$ cat config.mk
export PLATFORM = sky130hd
export DESIGN_NAME = multicycle_control_unit
export DESIGN_NICKNAME = d
export VERILOG_FILES = /design/src/rtl/multicycle_pkg.sv /design/src/rtl/multicycle_control_unit_alu_op_decoder.sv /design/src/rtl/multicycle_control_unit.sv
export SDC_FILE = /design/constraint.sdc
export NUM_CORES = 1
export LEC_CHECK = 0
export CAP_MARGIN = 20
export CORE_MARGIN = 4
export CORE_UTILIZATION = 43
export CTS_BUF_LIST = sky130_fd_sc_hd__clkbuf_8 sky130_fd_sc_hd__clkbuf_16
export DETAILED_ROUTE_END_ITERATION = 12
export GPL_TIMING_DRIVEN = 0
export PLACE_DENSITY_LB_ADDON = 0.05
export SKIP_CTS_REPAIR_TIMING = 1
export SLEW_MARGIN = 25
export SYNTH_ARGS = -nofsm -noshare
export SYNTH_HDL_FRONTEND = slang
export SYNTH_SLANG_ARGS = --single-unit
$ cat constraint.sdc
create_clock -name clk -period 4.08 [get_ports clk]
set_input_delay 0.816 -clock clk [delete_from_list [all_inputs] [get_ports clk]]
set_output_delay 0.816 -clock clk [all_outputs]
set_load 0.02 [all_outputs]
$ cat src/rtl/multicycle_pkg.sv
// Shared definitions for the multicycle control unit: FSM state encoding,
// MIPS opcode/funct field values, ALU operation codes and datapath select
// encodings, plus the instruction-legality helper.
package multicycle_pkg;

   typedef enum logic [2:0] {
      S_FETCH  = 3'd0,
      S_DECODE = 3'd1,
      S_EXEC   = 3'd2,
      S_MEM    = 3'd3,
      S_WB     = 3'd4
   } state_t;

   // opcode field
   localparam logic [5:0] OP_RTYPE = 6'b000000;
   localparam logic [5:0] OP_J     = 6'b000010;
   localparam logic [5:0] OP_JAL   = 6'b000011;
   localparam logic [5:0] OP_BEQ   = 6'b000100;
   localparam logic [5:0] OP_BNE   = 6'b000101;
   localparam logic [5:0] OP_ADDI  = 6'b001000;
   localparam logic [5:0] OP_ADDIU = 6'b001001;
   localparam logic [5:0] OP_SLTI  = 6'b001010;
   localparam logic [5:0] OP_SLTIU = 6'b001011;
   localparam logic [5:0] OP_ANDI  = 6'b001100;
   localparam logic [5:0] OP_ORI   = 6'b001101;
   localparam logic [5:0] OP_LW    = 6'b100011;
   localparam logic [5:0] OP_SW    = 6'b101011;

   // funct field (R-type)
   localparam logic [5:0] F_SLL  = 6'b000000;
   localparam logic [5:0] F_SRL  = 6'b000010;
   localparam logic [5:0] F_JR   = 6'b001000;
   localparam logic [5:0] F_ADD  = 6'b100000;
   localparam logic [5:0] F_ADDU = 6'b100001;
   localparam logic [5:0] F_SUB  = 6'b100010;
   localparam logic [5:0] F_SUBU = 6'b100011;
   localparam logic [5:0] F_AND  = 6'b100100;
   localparam logic [5:0] F_OR   = 6'b100101;
   localparam logic [5:0] F_SLT  = 6'b101010;
   localparam logic [5:0] F_SLTU = 6'b101011;

   // alu_op codes
   localparam logic [3:0] ALU_ADD = 4'b0000;
   localparam logic [3:0] ALU_SUB = 4'b0001;
   localparam logic [3:0] ALU_AND = 4'b0010;
   localparam logic [3:0] ALU_OR  = 4'b0011;
   localparam logic [3:0] ALU_SLL = 4'b0100;
   localparam logic [3:0] ALU_SRL = 4'b0101;
   localparam logic [3:0] ALU_SLT = 4'b1000;

   // next_pc_sel / dw_sel / rw_sel encodings
   localparam logic [1:0] NPC_SEQ    = 2'b00;
   localparam logic [1:0] NPC_BRANCH = 2'b01;
   localparam logic [1:0] NPC_JUMP   = 2'b10;
   localparam logic [1:0] NPC_REG    = 2'b11;
   localparam logic [1:0] DW_ALU     = 2'b00;
   localparam logic [1:0] DW_PC      = 2'b01;
   localparam logic [1:0] DW_MEM     = 2'b10;
   localparam logic [1:0] RW_RD      = 2'b00;
   localparam logic [1:0] RW_RT      = 2'b01;
   localparam logic [1:0] RW_RA      = 2'b10;

   function automatic logic instr_legal(input logic [5:0] op, input logic [5:0] fn);
      logic ok;
      ok = 1'b0;
      case (op)
         OP_RTYPE:
            case (fn)
               F_SLL, F_SRL, F_JR, F_ADD, F_ADDU, F_SUB, F_SUBU,
               F_AND, F_OR, F_SLT, F_SLTU: ok = 1'b1;
               default:                    ok = 1'b0;
            endcase
         OP_J, OP_JAL, OP_BEQ, OP_BNE, OP_ADDI, OP_ADDIU, OP_SLTI,
         OP_SLTIU, OP_ANDI, OP_ORI, OP_LW, OP_SW: ok = 1'b1;
         default: ok = 1'b0;
      endcase
      return ok;
   endfunction

endpackage

$ cat src/rtl/multicycle_control_unit_alu_op_decoder.sv
// alu_op_decoder: combinational opcode/funct -> ALU controls.
//   opcode, funct : instruction register fields
//   alu_op        : ALU operation code
//   alu_src_b     : 1 = immediate operand
//   seu_en        : 1 = sign-extend the immediate
module alu_op_decoder
   import multicycle_pkg::*;
(
   input  logic [5:0] opcode,
   input  logic [5:0] funct,
   output logic [3:0] alu_op,
   output logic       alu_src_b,
   output logic       seu_en
);

   always_comb begin
      alu_op    = ALU_ADD;
      alu_src_b = 1'b0;
      seu_en    = 1'b0;
      case (opcode)
         OP_RTYPE:
            case (funct)
               F_SUB, F_SUBU: alu_op = ALU_SUB;
               F_AND:         alu_op = ALU_AND;
               F_OR:          alu_op = ALU_OR;
               F_SLL:         alu_op = ALU_SLL;
               F_SRL:         alu_op = ALU_SRL;
               F_SLT, F_SLTU: alu_op = ALU_SLT;
               default:       alu_op = ALU_ADD;
            endcase
         OP_ADDI:  begin alu_src_b = 1'b1; seu_en = 1'b1; end
         OP_ADDIU: alu_src_b = 1'b1;
         OP_ANDI:  begin alu_op = ALU_AND; alu_src_b = 1'b1; end
         OP_ORI:   begin alu_op = ALU_OR;  alu_src_b = 1'b1; end
         OP_SLTI:  begin alu_op = ALU_SLT; alu_src_b = 1'b1; seu_en = 1'b1; end
         OP_SLTIU: begin alu_op = ALU_SLT; alu_src_b = 1'b1; end
         OP_LW, OP_SW: begin alu_src_b = 1'b1; seu_en = 1'b1; end
         // branches compare two registers; the immediate is the offset
         OP_BEQ, OP_BNE: seu_en = 1'b1;
         default: ;
      endcase
   end

endmodule

$ cat src/rtl/multicycle_control_unit.sv
// Multicycle MIPS control unit: FETCH/DECODE/EXEC/MEM/WB sequencer driving
// a unified-memory datapath. Outputs decode combinationally from the state
// register and the IR fields.
//   clk, rst (async, active high)
//   opcode, funct, zero, mem_ready : inputs
//   pc_wr, ir_wr, rf_wr, mem_req, mem_we, iord : strobes / address select
//   seu_en, alu_src_b, alu_op, dw_sel, rw_sel, next_pc_sel : datapath selects
//   state, illegal : FSM state and undecodable-instruction pulse
// Optional: define INSTR_COUNT_EN to add the 32-bit retired-instruction
// counter output "retired".
module multicycle_control_unit
   import multicycle_pkg::*;
(
   input  logic        clk,
   input  logic        rst,
   input  logic [5:0]  opcode,
   input  logic [5:0]  funct,
   input  logic        zero,
   input  logic        mem_ready,
   output logic        pc_wr,
   output logic        ir_wr,
   output logic        rf_wr,
   output logic        mem_req,
   output logic        mem_we,
   output logic        iord,
   output logic        seu_en,
   output logic        alu_src_b,
   output logic [3:0]  alu_op,
   output logic [1:0]  dw_sel,
   output logic [1:0]  rw_sel,
   output logic [1:0]  next_pc_sel,
   output logic [2:0]  state,
   output logic        illegal
`ifdef INSTR_COUNT_EN
   ,
   output logic [31:0] retired
`endif
);

   state_t     state_q, state_d;
   logic       run_q;
   logic [3:0] dec_alu_op;
   logic       dec_alu_src_b, dec_seu_en;
   logic       legal, is_rtype, is_lw, is_sw, is_beq, is_bne;

   alu_op_decoder u_alu_op_decoder (
      .opcode    (opcode),
      .funct     (funct),
      .alu_op    (dec_alu_op),
      .alu_src_b (dec_alu_src_b),
      .seu_en    (dec_seu_en)
   );

   assign legal    = instr_legal(opcode, funct);
   assign is_rtype = (opcode == OP_RTYPE);
   assign is_lw    = (opcode == OP_LW);
   assign is_sw    = (opcode == OP_SW);
   assign is_beq   = (opcode == OP_BEQ);
   assign is_bne   = (opcode == OP_BNE);
   assign state    = state_q;

   // run_q clears asynchronously with rst and sets on the first rising clk
   // after release, so every output is 0 during reset and the first memory
   // request starts only after that edge.
   always_ff @(posedge clk or posedge rst) begin
      if (rst) begin
         state_q <= S_FETCH;
         run_q   <= 1'b0;
      end else begin
         state_q <= state_d;
         run_q   <= 1'b1;
      end
   end

   always_comb begin
      state_d     = state_q;
      pc_wr       = 1'b0;
      ir_wr       = 1'b0;
      rf_wr       = 1'b0;
      mem_req     = 1'b0;
      mem_we      = 1'b0;
      iord        = 1'b0;
      seu_en      = 1'b0;
      alu_src_b   = 1'b0;
      alu_op      = '0;
      dw_sel      = '0;
      rw_sel      = '0;
      next_pc_sel = '0;
      illegal     = 1'b0;
      if (run_q) begin
         case (state_q)
            S_FETCH: begin
               mem_req = 1'b1;
               if (mem_ready) begin
                  ir_wr   = 1'b1;
                  state_d = S_DECODE;
               end
            end
            S_DECODE: begin
               state_d = S_FETCH;
               if (!legal) begin
                  illegal     = 1'b1;
                  pc_wr       = 1'b1;
                  next_pc_sel = NPC_SEQ;
               end else if (opcode == OP_J) begin
                  pc_wr       = 1'b1;
                  next_pc_sel = NPC_JUMP;
               end else if (is_rtype && funct == F_JR) begin
                  pc_wr       = 1'b1;
                  next_pc_sel = NPC_REG;
               end else if (opcode == OP_JAL) begin
                  rf_wr       = 1'b1;
                  dw_sel      = DW_PC;
                  rw_sel      = RW_RA;
                  pc_wr       = 1'b1;
                  next_pc_sel = NPC_JUMP;
               end else begin
                  state_d = S_EXEC;
               end
            end
            S_EXEC: begin
               alu_op    = dec_alu_op;
               alu_src_b = dec_alu_src_b;
               seu_en    = dec_seu_en;
               if (is_lw || is_sw) begin
                  state_d = S_MEM;
               end else if (is_beq || is_bne) begin
                  pc_wr       = 1'b1;
                  next_pc_sel = ((is_beq && zero) || (is_bne && !zero)) ? NPC_BRANCH : NPC_SEQ;
                  state_d     = S_FETCH;
               end else begin
                  state_d = S_WB;
               end
            end
            S_MEM: begin
               alu_op    = dec_alu_op;
               alu_src_b = dec_alu_src_b;
               seu_en    = dec_seu_en;
               mem_req   = 1'b1;
               iord      = 1'b1;
               mem_we    = is_sw;
               if (mem_ready) begin
                  if (is_sw) begin
                     pc_wr       = 1'b1;
                     next_pc_sel = NPC_SEQ;
                     state_d     = S_FETCH;
                  end else begin
                     state_d = S_WB;
                  end
               end
            end
            S_WB: begin
               rf_wr       = 1'b1;
               dw_sel      = is_lw ? DW_MEM : DW_ALU;
               rw_sel      = is_rtype ? RW_RD : RW_RT;
               pc_wr       = 1'b1;
               next_pc_sel = NPC_SEQ;
               state_d     = S_FETCH;
            end
            default: state_d = S_FETCH;
         endcase
      end
   end

`ifdef INSTR_COUNT_EN
   always_ff @(posedge clk or posedge rst) begin
      if (rst)
         retired <= '0;
      else if (pc_wr)
         retired <= retired + 32'd1;
   end
`endif

endmodule

==> Word-level counts from Yosys, hierarchy flattened <==
Cells that the tools add are included.
{ "word_totals": {"regBits": 4, "wordCells": 121} }
{ "op_classes": {"reduce_logical": 20, "muxes": 71, "eq_ne": 28} }
{ "op_table": {"columns": ["operator", "count"], "rows": [
  ["$eq A6 B6 Y1 const B", 10],
  ["$eq A6 B4 Y1 const B", 7],
  ["$mux W1", 40],
  ["$mux W2", 15],
  ["$pmux W4 S6", 1],
  ["$eq A6 B2 Y1 const B", 3],
  ["$pmux W4 S4", 1],
  ["$mux W3", 5],
  ["$eq A6 B3 Y1 const B", 2],
  ["$logic_not A6 Y1", 2],
  ["$pmux W2 S2", 3],
  ["$pmux W3 S4", 1],
  ["$reduce_or A12 Y1", 1],
  ["$reduce_or A11 Y1", 1],
  ["$reduce_or A2 Y1", 5],
  ["$mux W4", 2],
  ["$reduce_or A8 Y1", 1],
  ["$eq A3 B2 Y1 const B", 2],
  ["$reduce_or A6 Y1", 1],
  ["$ne A2 B2 Y1 const B", 2],
  ["$pmux W1 S2", 2],
  ["$pmux W1 S4", 1],
  ["$eq A3 B1 Y1 const B", 1],
  ["$eq A3 B3 Y1 const B", 1],
  ["5 further kinds", 9]
]} }

==> Depth between registers and ports, before layout <==
{ "logic_depth": {"depth_word": 8, "depth_mapped": 6, "depth_no_buf": 4} }

==> Cells and area by module <==
A second synthesis with hierarchy kept.
{ "unflattened": {"hier_cells": 115, "hier_area_um2": 792.0} }
{ "modules_own_cells": {"columns": ["mod", "area_each_um2", "cells_each", "n_inst", "seq_area_each_um2"], "rows": [
  ["multicycle_control_unit", 624.3, 87, 1, 100.1],
  ["alu_op_decoder", 167.7, 28, 1, 0.0]
]} }

==> Worst setup path before layout <==
Ideal clock, no wire load.
{ "synth_timing": {"path_kind": "input-to-output", "from": "input port opcode[2]", "to": "output port alu_op[0]", "t_arrival_ps": 2146, "required_ps": 3264, "path_stages": 4, "slack_ps": 1118, "cell_sequence": "or4_4 > nor4b_1 > a22oi_1 > nor2_1"} }
{ "synth_via": {"elab_chain_cells": 5} }
{ "synth_lines": {"columns": ["element", "line", "rtl"], "rows": [
  ["start: declaration", "multicycle_control_unit.sv:16", "input logic [5:0] opcode,"],
  ["$eq A6 B4 Y1", "multicycle_control_unit_alu_op_decoder.sv:20", "case (opcode)"],
  ["$reduce_or A2 Y1 (no line)", null, null],
  ["$pmux W4 S4 (*)", "multicycle_control_unit_alu_op_decoder.sv:20", null],
  ["$mux W4 (*)", "multicycle_control_unit.sv:91", "case (state_q)"],
  ["$mux W4 (*)", "multicycle_control_unit.sv:90", "if (run_q) begin"],
  ["end: declaration", "multicycle_control_unit.sv:28", "output logic [3:0] alu_op,"]
]} }
Every way passes the cells marked *; elsewhere a longest branch is shown, timed or not.

==> Final worst setup path <==
{ "layout_timing": {"from": "input port opcode[2]", "to": "output port alu_op[1]"} }
Same word-level chain as after synthesis.

==> metrics <==
status=finished, final reports clean; GPL Wtd Cong=0.879; endpoints failing setup=0; CP Cell Sequence=clkdlybuf4s50_1 -> or4_4 -> nor4b_2 -> a21oi_1 -> nor2_1 -> clkdlybuf4s50_1; GRT overflow=0; detailed-route vias per instance=5.93; Detail Placement HPWL=2100 um; Post-synth EDFFs=0; Vias=1080; clock tree buffer depth=2; met3 usage=0.0564; total power=0.000258 W; hold crit path type=flop to flop; nets@finish=175; gr usage total=0.222; Bufs and invs on worst path=2; Top delay family on crit path=buffers and inverters; CTS tree=done; I/O pin total=38; most frequent cell after synthesis=nor2_1; Die Ht=50.8 um; met2 Use GR=0.350; Leakage=0.444 nW; Tcrit/Tclk final=0.971; worst setup margin=0.116 ns; Crit-path slowest cell=or4_4; Sink Count=4; fillers=163; Root Buffer Master=clkbuf_8; Max Freq=252 MHz; initial antenna violation count=0; Final Hold Vio Count=0; CP max FO=6; number of DRC markers in iteration 0=33; Setup TNS Final=0 ns; Yosys top cell by area=dfrtp_1; CP arrival=3.15 ns; CP peak stage delay=0.62 ns; Die ar.=0.00258 mm^2; clk slew on worst S/H paths=0.03 ns; Pre-antenna DRT Iters=4; Final Critical Period=3.96 ns; final setup skew=0.00648 ns; Post-Route WL=2710 um; global-route wire length before repair=4460 um; most used routing layer=met2; Core Box Area=0.00173 mm^2; PortBufs=36; Max-Cap Viols=0; DP Worst Slack=-0.146 ns; worst-skew pair later-pin latency=0.22 ns; Worst Setup End Kind=primary output; post-synthesis sequential area ratio=0.127; n_diodes=0; DIE WIDTH=50.8 um; Synth area leaders=dfrtp_1, nor2_1, nand2b_1, a21oi_1, nor4_1; count of cell types in the netlist=47; Synth Flop Type=dfrtp_1; met1 Use GR=0.283; Max Slew Vio Count=0; share of layout cells above drive strength 1=0.0828; post-synthesis net count=134; row count=15; drt drc=0; Worst EP required=3.26 ns; Detail Route Antenna Nets=0; Worst-Margin Slew=0.517 ns; Routed WL per cell=14.9 um; Slew HR=0.656; synth cell count leaders=nor2_1, a21oi_1, nand2b_1, nor3_1; cell repeated most along the worst path=clkdlybuf4s50_1; Mapped Area=787 um^2; CP Launch Type=primary input; Yosys warning total=0; H-tree level count=1; Mapped Cells=118; Area Growth Syn to Fin=57.4%; PwrDens=209 mW/mm^2; vias in the first global route=1009; post-layout util=0.717; register bit total from synthesis=4; Initial Util=0.456; critical path type=primary input to primary output; largest net degree at the start of global routing=11; Syn Area/Cell=6.67 um^2; asr flop ratio synth=1.00; worst ir drop on vdd=0.284 mV; CTS Buf Count=3; post-synth top area share=0.127
kinds of logic (layout without fill, tap and decap cells):
kind of cell | count (synthesis) | in the layout | synth area share
AND/OR/NAND/NOR | 66 | 66 | 0.509
AO/OA/AOI/OAI | 30 | 30 | 0.261
buffers and inverters | 15 | 54 | 0.0763
flip-flops | 4 | 4 | 0.127
XOR/XNOR | 2 | 2 | 0.0223
other | 1 | 1 | 0.00476
cell type report:
| type | instances | area, um^2 | area share |
|---|---|---|---|
| Buffer | 10 | 42.5 | 0.0343 |
| Inverter | 5 | 18.8 | 0.0152 |
| Timing Repair Buffer | 36 | 365 | 0.295 |
| Tap cell | 25 | 31.3 | 0.0253 |
| Clock buffer | 3 | 41.3 | 0.0333 |
| Multi-Input combinational cell | 99 | 639 | 0.516 |
| Sequential cell | 4 | 100 | 0.0808 |
path summary, 6_finish.rpt:
kind	startpoint	slack [ns]	cells after the start	end
worst max-delay path	opcode[2]	0.12	6	alu_op[1]
worst min-delay path	run_q	0.69	1	state[0]
worst max register to register	state[1]	2.51	3	state[2]
worst min register to register	run_q	0.69	1	state[0]
max in group asynchronous	rst	3.15	2	run_q
min in group asynchronous	rst	0.77	2	state[2]
power breakdown:
part           leakage, nW  switching (W)  total (W)  internal, W
Sequential          0.0519     0.00000372  0.0000479    0.0000442
Combinational        0.371      0.0000709   0.000126    0.0000548
Clock               0.0216      0.0000219  0.0000850    0.0000630
Total                0.444      0.0000965   0.000258     0.000162
state kept, by name, summed over array words and instances (netlist names):
| register | flops |
|---|---|
| run_q | 1 |
| state | 3 |
per-stage QoR:
stage          cells  hold WS, ns  cell area [um^2]
6_report         182        0.691              1240
3_3_place_gp     179        0.664              1180
5_1_grt          182        0.703              1240
3_5_place_dp     179        0.677              1180
2_1_floorplan    118        0.582               787
4_1_cts          182        0.680              1220
worst register-to-register path, cell delays in order (launching register included):
cell,delay (ns)
dfrtp_1,0.33
clkbuf_1,0.27
nand3b_1,0.35
o41ai_1,0.49
layer usage:
metal / wire length (um) / up-vias
li1: - / 527
met1: 1260 / 492
met2: 1210 / 53
met3: 193 / 8
met4: 42 / 0
met5: 0 / -
cells in the final DEF (no fill, tap or decap), drive strengths merged, types with 2 or more instances in the layout:
| cell type | count |
|---|---|
| clkbuf | 10 |
| nor3 | 7 |
| buf | 3 |
| nand2 | 5 |
| o21a | 3 |
| or4b | 3 |
| nor3b | 2 |
| nor2 | 16 |
| a21oi | 8 |
| or4 | 2 |
| nor2b | 2 |
| clkdlybuf4s50 | 34 |
| nand2b | 7 |
| and3b | 2 |
| inv | 5 |
| nand4 | 3 |
| nor4 | 7 |
| dlymetal6s2s | 2 |
| o21ai | 5 |
| nand3 | 3 |
| o41ai | 2 |
| dfrtp | 4 |
Power figures use the tool's default switching activity.
